### src/rtl/mmio_arb_pkg.sv
// Shared types and the round-robin pick used by the MMIO bus arbiter.
package mmio_arb_pkg;

  typedef enum logic [1:0] {IDLE, ISSUE, RESP} state_t;

  typedef logic master_id_t;
  localparam master_id_t M0 = 1'b0;
  localparam master_id_t M1 = 1'b1;

  typedef struct packed {
    logic       valid;
    master_id_t id;
  } grant_t;

  // While locked only the owner is eligible; otherwise a tie goes to the master not granted last.
  function automatic grant_t rr_pick(input logic [1:0] req, input master_id_t last,
                                     input logic lock, input master_id_t owner);
    grant_t g;
    g.valid = 1'b0;
    g.id    = M0;
    if (lock) begin
      g.valid = req[owner];
      g.id    = owner;
    end else begin
      case (req)
        2'b01:   begin g.valid = 1'b1; g.id = M0;    end
        2'b10:   begin g.valid = 1'b1; g.id = M1;    end
        2'b11:   begin g.valid = 1'b1; g.id = ~last; end
        default: begin g.valid = 1'b0; g.id = M0;    end
      endcase
    end
    return g;
  endfunction

endpackage

### src/rtl/mmio_bus_arbiter.sv
// Two-master arbiter onto the single MMIO bus: round-robin with an optional owner lock
// that is released by an unlocked access or after LOCK_TO idle cycles.
//
//  state | meaning
//  IDLE  | pick a winner among eligible requests, latch its command
//  ISSUE | one-cycle bus strobe, read data captured at the closing edge
//  RESP  | one-cycle ack to the owner, lock state updated
module mmio_bus_arbiter
  import mmio_arb_pkg::*;
#(
  parameter int AW      = 21,
  parameter int DW      = 32,
  parameter int LOCK_TO = 256
) (
  input  logic          clk,
  input  logic          reset,
  input  logic          m0_req,
  input  logic          m0_lock,
  input  logic          m0_wr,
  input  logic [AW-1:0] m0_addr,
  input  logic [DW-1:0] m0_wr_data,
  output logic          m0_ack,
  output logic [DW-1:0] m0_rd_data,
  input  logic          m1_req,
  input  logic          m1_lock,
  input  logic          m1_wr,
  input  logic [AW-1:0] m1_addr,
  input  logic [DW-1:0] m1_wr_data,
  output logic          m1_ack,
  output logic [DW-1:0] m1_rd_data,
  output logic          mmio_cs,
  output logic          mmio_wr,
  output logic          mmio_rd,
  output logic [AW-1:0] mmio_addr,
  output logic [DW-1:0] mmio_wr_data,
  input  logic [DW-1:0] mmio_rd_data,
  output logic          owner,
  output logic          locked
);

  localparam int CW = (LOCK_TO > 1) ? $clog2(LOCK_TO) : 1;

  state_t        state;
  master_id_t    last;
  logic          lat_lock;
  logic [DW-1:0] rd_q;
  logic [CW-1:0] lock_cnt;

  logic [1:0]    req;
  grant_t        grant;
  logic          win_wr;
  logic          win_lock;
  logic [AW-1:0] win_addr;
  logic [DW-1:0] win_wr_data;

  assign req         = {m1_req, m0_req};
  assign grant       = rr_pick(req, last, locked, owner);
  assign win_wr      = grant.id ? m1_wr      : m0_wr;
  assign win_lock    = grant.id ? m1_lock    : m0_lock;
  assign win_addr    = grant.id ? m1_addr    : m0_addr;
  assign win_wr_data = grant.id ? m1_wr_data : m0_wr_data;

  assign m0_rd_data = rd_q;
  assign m1_rd_data = rd_q;

  always_ff @(posedge clk) begin
    if (reset) begin
      state        <= IDLE;
      last         <= M1;
      owner        <= M0;
      locked       <= 1'b0;
      lat_lock     <= 1'b0;
      lock_cnt     <= '0;
      rd_q         <= '0;
      m0_ack       <= 1'b0;
      m1_ack       <= 1'b0;
      mmio_cs      <= 1'b0;
      mmio_wr      <= 1'b0;
      mmio_rd      <= 1'b0;
      mmio_addr    <= '0;
      mmio_wr_data <= '0;
    end else begin
      case (state)
        IDLE: begin
          if (grant.valid) begin
            state        <= ISSUE;
            owner        <= grant.id;
            last         <= grant.id;
            lat_lock     <= win_lock;
            lock_cnt     <= '0;
            mmio_cs      <= 1'b1;
            mmio_wr      <= win_wr;
            mmio_rd      <= ~win_wr;
            mmio_addr    <= win_addr;
            mmio_wr_data <= win_wr_data;
          end else if (locked) begin
            // No grant while locked means the owner is idle: run the release timer.
            if (lock_cnt == CW'(LOCK_TO - 1)) begin
              locked   <= 1'b0;
              lock_cnt <= '0;
            end else begin
              lock_cnt <= lock_cnt + CW'(1);
            end
          end
        end
        ISSUE: begin
          if (mmio_rd) rd_q <= mmio_rd_data;
          mmio_cs      <= 1'b0;
          mmio_wr      <= 1'b0;
          mmio_rd      <= 1'b0;
          mmio_addr    <= '0;
          mmio_wr_data <= '0;
          m0_ack       <= (owner == M0);
          m1_ack       <= (owner == M1);
          state        <= RESP;
        end
        RESP: begin
          m0_ack   <= 1'b0;
          m1_ack   <= 1'b0;
          locked   <= lat_lock;
          lock_cnt <= '0;
          state    <= IDLE;
        end
        default: state <= IDLE;
      endcase
    end
  end

endmodule

### config.mk
export PLATFORM = sky130hd
export DESIGN_NAME = mmio_bus_arbiter
export DESIGN_NICKNAME = d
export VERILOG_FILES = /design/src/rtl/mmio_arb_pkg.sv /design/src/rtl/mmio_bus_arbiter.sv
export SDC_FILE = /design/constraint.sdc
export NUM_CORES = 1
export LEC_CHECK = 0
export ABC_AREA = 1
export CAP_MARGIN = 20
export CORE_ASPECT_RATIO = 0.6
export CORE_UTILIZATION = 39
export CTS_CLUSTER_DIAMETER = 120
export DETAILED_ROUTE_END_ITERATION = 10
export GPL_TIMING_DRIVEN = 1
export HOLD_SLACK_MARGIN = 0.15
export PLACE_DENSITY = 0.89
export SYNTH_ARGS = -nofsm -noshare
export SYNTH_HDL_FRONTEND = slang
export SYNTH_SLANG_ARGS = --single-unit
### constraint.sdc
create_clock -name clk -period 2.01 [get_ports clk]
set_clock_uncertainty 0.05 [all_clocks]
set_input_delay 0.3015 -clock clk [delete_from_list [all_inputs] [get_ports clk]]
set_output_delay 0.3015 -clock clk [all_outputs]
set_load 0.02 [all_outputs]
==> results of run 1 <==
## cell families (layout without fill, tap and decap cells)
family                   count (synthesis)  in the layout
flip-flops                             104            104
AND/OR/NAND/NOR                        419            419
adder cells (fa/ha/maj)                  4              4
buffers and inverters                  102            325
AO/OA/AOI/OAI                          110            110
## final cells by class
type                    count  area, µm²  area share (%)
clock buffers              10        239            3.01
multi-input cells         533       2330            29.4
flip-flops and latches    104       2080            26.3
inverters                  25       93.8            1.18
well taps                 165        206            2.60
clock inverters             6       75.1           0.947
repair buffers            284       2900            36.6
## cells in the mapped netlist, drive strengths merged
library cell / instances
inv: 25
a21boi: 1
or2: 1
nor2: 81
nand3b: 2
nand2: 265
nand3: 70
buf: 58
ha: 4
dfxtp: 104
o21bai: 1
o21ai: 41
o211ai: 1
clkbuf: 19
a21oi: 66
## cell usage in the layout (no fill, tap or decap)
cell,n
clkdlybuf4s50_1,268
nand2_1,258
dfxtp_1,104
nor2_1,80
nand3_1,68
a21oi_1,66
o21ai_0,41
inv_1,24
clkbuf_16,9
buf_12,8
buf_4,7
nand2_2,5
ha_1,4
nand2_4,2
nand3_2,2
nand3b_1,2
inv_8,2
inv_2,1
o21bai_1,1
a21boi_0,1
nor2_8,1
or2_2,1
o211ai_1,1
clkbuf_8,1
bufinv_16,1
clkinv_4,1
inv_6,1
clkinv_2,1
buf_2,1
## through the flow
step | hold slack, ns | std cells | setup WS [ns]
floorplan | 0.392 | 739 | 0.424
global placement | 0.400 | 1111 | 0.218
detailed placement | 0.403 | 1111 | 0.158
CTS | 0.239 | 1127 | 0.156
global route | 0.287 | 1127 | 0.0578
finish | 0.253 | 1127 | 0.174
## path summary, 6_finish.rpt
path | start | end | slack (ns) | depth (start not counted)
worst min register to register | mmio_addr[16] | mmio_addr[16] | 0.41 | 2
worst min-delay path | reset | last | 0.25 | 3
worst max register to register | state[1] | m0_rd_data[18] | 0.22 | 6
worst max-delay path | owner | owner | 0.17 | 1
## per-layer routing
layer | vias to the layer above | global-route usage (%) | wire (µm)
met5 | - | 0 | 0
met3 | 20 | 6.48 | 1110
met4 | 0 | 8.15 | 310
met2 | 217 | 40.1 | 7620
met1 | 2406 | 28.0 | 6640
li1 | 2760 | - | -
## power groups by stage
stage,sequential (W),clock [W],combinational (W)
finish,0.00241,0.00182,0.00226
global route,0.00244,0.00197,0.00245
CTS,0.00241,0.00187,0.00226
detailed placement,0.00246,0,0.00225
global placement,0.00245,0,0.00223
floorplan,0.00268,0,0.00102
## flip-flops by register name, indices dropped and copies added, names as in the netlist, 2 cells and up
register / cells
m0_rd_data: 32
state: 2
mmio_addr: 21
lock_cnt: 8
mmio_wr_data: 32
==> impl_metrics.env, run 1 <==
export IMPL_synth_xor_area_share_pct=0
export IMPL_fin_crit_ns=1.84
export IMPL_dieWidth_um=148
export IMPL_cts_path_max_buffers=2
export IMPL_dr_first_iter_drc_count=254
export IMPL_overflow=0
export IMPL_vias=5403
export IMPL_worstSetupPathType="reg2out"
export IMPL_utilization_pct=64.7
export IMPL_worstMarginPinSlew_ns=1.01
export IMPL_drive_above_1_share_pct=4.57
export IMPL_p_int_w=0.00435
export IMPL_p_clk_share_pct=28.1
export IMPL_required_ns=1.66
export IMPL_min_period_over_period_pct=91.4
export IMPL_cts_tree="yes"
export IMPL_numCtsBuffers=9
export IMPL_muxShareOfSynthArea_pct=0
export IMPL_antenna_found_initial=0
export IMPL_avgSynthCellArea_um2=6.74
export IMPL_syn_to_final_growth_pct=59.1
export IMPL_max_stage_delay_ns=0.68
export IMPL_ctsHoldBuffers=0
export IMPL_ant_nets=0
export IMPL_arrival_ns=1.48
export IMPL_synthTopCellsByArea="dfxtp_1, nand2_1, nand3_1, a21oi_1, nor2_1"
export IMPL_seq_power_share_pct=37.1
export IMPL_cts_setup_buffers=0
export IMPL_cts_clk_slew_worst_paths_ns=0.07
export IMPL_ys_types=22
export IMPL_drc=0
export IMPL_ys_seq_elements=104
export IMPL_synth_compound_area_share_pct=11.2
export IMPL_setup_viol=0
export IMPL_viasPerCell=4.79
export IMPL_post_dp_cell_area_um2=7610
export IMPL_core_um2=12300
export IMPL_synthCells=739
export IMPL_crit_chain="clkdlybuf4s50_1"
export IMPL_yosysWarnings=0
export IMPL_synth_top_family_by_area="simple AND/OR/NAND/NOR gates"
export IMPL_n_fill_cell=1091
export IMPL_final_hold_violation_count=0
export IMPL_grt_pass1_wl_um=24000
export IMPL_p_per_area_nw_per_um2=818
export IMPL_post_dp_hpwl_um=11800
export IMPL_p_leak_nw=3.23
export IMPL_relSlewSlack_pct=32.3
export IMPL_grt_pass1_vias=4848
export IMPL_synth_top_cell_area_share_pct=41.8
export IMPL_synth_fa_ha_area_share_pct=1.00
export IMPL_path_buf_inv=1
export IMPL_cp_top_family="buffers and inverters"
export IMPL_drv_cap=0
export IMPL_slew_violations=0
export IMPL_clockRootBuffer="clkbuf_16"
export IMPL_status="finished, final reports clean"
export IMPL_start_util_pct=40.7
export IMPL_clock_sinks=104
export IMPL_max_freq_ghz=0.545
export IMPL_p_comb_share_pct=34.8
export IMPL_gp_congestion=0.877
export IMPL_wire_per_inst_um=13.9
export IMPL_clk_insertion_delay_late_ns=0.34
export IMPL_cp_max_fo=5
export IMPL_rows=31
export IMPL_cts_resized=0
export IMPL_cp_slowest_cell="clkdlybuf4s50_1"
export IMPL_finalPower_w=0.00649
export IMPL_synth_fp_nets=889
export IMPL_portBuffers=269
export IMPL_hp_class="in2reg"
export IMPL_power_switching_share_pct=32.9
export IMPL_rsz0062_at_grt="no"
export IMPL_yosys_area_share_simple_pct=34.4
export IMPL_cp_start_kind="register"
export IMPL_setup_tns_ns=0
export IMPL_final_area_um2=7930
export IMPL_diodes=0
export IMPL_seq_area_frac_synth_pct=41.8
export IMPL_endpoint_kind="output port"
export IMPL_wirelength_um=15700
export IMPL_design_die_area_um2=13200
export IMPL_cts_max_level=3
export IMPL_max_vdd_ir_drop_uv=490
export IMPL_die_height_um=89.6
export IMPL_yosysTopAreaCell="dfxtp_1"
export IMPL_switchingPower_w=0.00214
export IMPL_grt_usage_pct=23.1
export IMPL_grt_max_degree=41
export IMPL_firstDrtPassIters=5
export IMPL_synth_area_um2=4980
export IMPL_nNetsFinal=1107
export IMPL_io_pins=270
(Power assumes the default switching activity.)
==> run 2, diff against run 1 <==
- SKIP_LAST_GASP: not set -> 1
==> results of run 2 <==
The final DEF is identical to that of run 1; final timing and power are the same.
==> run 3, diff against run 2 <==
- CORE_UTILIZATION: 39 -> 36
- PLACE_DENSITY: 0.89 -> 0.84
==> impl_metrics.env, run 3 (synthesis results as in run 1) <==
export IMPL_syn_to_final_growth_pct=58.4
export IMPL_ctsHoldBuffers=0
export IMPL_clk_insertion_delay_late_ns=0.34
export IMPL_r2r_start="state[1]"
export IMPL_ant_nets=0
export IMPL_ff2ff_path_depth=7
export IMPL_seq_power_share_pct=38.2
export IMPL_instances_no_fill=1135
export IMPL_grt_pass1_wl_um=25800
export IMPL_wire_per_inst_um=14.0
export IMPL_fin_crit_ns=1.81
export IMPL_p_leak_nw=3.22
export IMPL_min_path_cells=3
export IMPL_placed_cells=1118
export IMPL_max_vdd_ir_drop_uv=448
export IMPL_n_fill_cell=1225
export IMPL_rows=32
export IMPL_antenna_found_initial=1
export IMPL_final_hold_violation_count=0
export IMPL_p_comb_share_pct=35.2
export IMPL_grt_usage_pct=22.5
export IMPL_crit_start="owner"
export IMPL_relSlewSlack_pct=58.3
export IMPL_cts_setup_buffers=0
export IMPL_drv_cap=0
export IMPL_post_dp_hpwl_um=11900
export IMPL_p_int_w=0.00415
export IMPL_multiInputGateArea_um2=2330
export IMPL_numCtsBuffers=9
export IMPL_min_from="reset"
export IMPL_drc=0
export IMPL_dr_first_iter_drc_count=294
export IMPL_nNetsFinal=1109
export IMPL_cts_max_level=3
export IMPL_status="finished, final reports clean"
export IMPL_cts_tree="yes"
export IMPL_max_stage_delay_ns=0.67
export IMPL_worstMarginPinSlew_ns=0.625
export IMPL_max_freq_ghz=0.552
export IMPL_rrSetupSlack_ns=0.24
export IMPL_cp_max_fo=5
export IMPL_p_per_area_nw_per_um2=800
export IMPL_slew_violations=0
export IMPL_final_common_cell="clkdlybuf4s50_1"
export IMPL_start_util_pct=37.8
export IMPL_grt_max_degree=57
export IMPL_cp_start_kind="register"
export IMPL_overflow=0
export IMPL_cp_slowest_cell="clkdlybuf4s50_1"
export IMPL_path_buf_inv=1
export IMPL_endpoint_kind="output port"
export IMPL_power_switching_share_pct=34.2
export IMPL_required_ns=1.66
export IMPL_clock_sinks=104
export IMPL_setup_tns_ns=0
export IMPL_rr_endpoint="mmio_addr[9]"
export IMPL_io_pins=270
export IMPL_die_height_um=93.1
export IMPL_wirelength_um=15900
export IMPL_viasPerCell=4.80
export IMPL_design_die_area_um2=14300
export IMPL_core_um2=13200
export IMPL_firstDrtPassIters=5
export IMPL_min_period_over_period_pct=90.2
export IMPL_p_clk_share_pct=26.6
export IMPL_dieWidth_um=154
export IMPL_worstSetupPathType="reg2out"
export IMPL_switchingPower_w=0.00216
export IMPL_gp_congestion=0.825
export IMPL_hold_end="owner"
export IMPL_cts_resized=0
export IMPL_rsz0062_at_grt="no"
export IMPL_hp_class="in2reg"
export IMPL_final_cell_mix="clkdlybuf4s50_1, nand2_1, dfxtp_1, nor2_1, nand3_1"
export IMPL_vias=5446
export IMPL_drive_above_1_share_pct=4.77
export IMPL_cts_clk_slew_worst_paths_ns=0.07
export IMPL_arrival_ns=1.46
export IMPL_grt_pass1_vias=5181
export IMPL_setup_viol=0
export IMPL_cp_top_family="buffers and inverters"
export IMPL_seq_area_um2=2080
export IMPL_cts_path_max_buffers=2
export IMPL_portBuffers=269
export IMPL_crit_chain="clkdlybuf4s50_1"
export IMPL_clockRootBuffer="clkbuf_16"
[run 3: changes by cell type in the layout (fill, tap and decap cells not counted), sizes merged]
cell and delta:
clkinvlp +1, inv -1, diode +1, bufinv -1, clkinv +2, clkbuf -1, buf +2
[run 3: stage by stage]
step / hold WS [ns] / power (W) / setup slack (ns) / util [%] / instance area (µm²)
after global routing: 0.372 / 0.00670 / 0.0615 / 59.9 / 7900
final: 0.359 / 0.00631 / 0.197 / 59.9 / 7900
after floorplan: 0.392 / 0.00370 / 0.424 / - / 4980
after CTS: 0.342 / 0.00640 / 0.189 / 59.9 / 7890
after detailed placement: 0.405 / 0.00469 / 0.134 / 57.8 / 7610
after global placement: 0.401 / 0.00465 / 0.196 / 57.8 / 7610
[run 3: final cells by class]
| class | instances | share of cell area (%) |
|---|---|---|
| clock buffers | 9 | 2.85 |
| clock inverters | 7 | 0.713 |
| repair buffers | 286 | 36.6 |
| well taps | 170 | 2.69 |
| inverters | 25 | 1.19 |
| multi-input cells | 533 | 29.5 |
| diodes | 1 | 0.0317 |
| flip-flops and latches | 104 | 26.4 |
[run 3: worst max path at each step]
stage	to	slack, ns	cells after the start
after floorplan	mmio_rd	0.42	7
after global placement	mmio_addr[8]	0.20	8
after CTS	owner	0.19	1
after detailed placement	mmio_addr[5]	0.13	9
after global routing	lock_cnt[4]	0.06	9
final	owner	0.20	1
[run 3: metal layers]
metal	global-route usage, %	vias to the layer above	routed length, µm
met5	0	-	0
met4	6.08	0	269
li1	-	2754	-
met2	36.9	199	7300
met1	28.7	2474	7160
met3	6.63	19	1140
[run 3: worst register-to-register path, delay by kind of cell, from the launching register on]
family | cells | cell delay, ns
AND/OR/NAND/NOR | 3 | 0.54
flip-flops | 1 | 0.36
buffers and inverters | 2 | 0.30
adder cells (fa/ha/maj) | 1 | 0.29
AO/OA/AOI/OAI | 1 | 0.16
[run 3: power by group through the flow]
| stage | registers (W) | logic [W] | clock network [W] |
|---|---|---|---|
| after floorplan | 0.00268 | 0.00102 | 0 |
| after global placement | 0.00245 | 0.00220 | 0 |
| after detailed placement | 0.00246 | 0.00223 | 0 |
| after CTS | 0.00241 | 0.00224 | 0.00175 |
| after global routing | 0.00244 | 0.00243 | 0.00183 |
| final | 0.00241 | 0.00222 | 0.00168 |
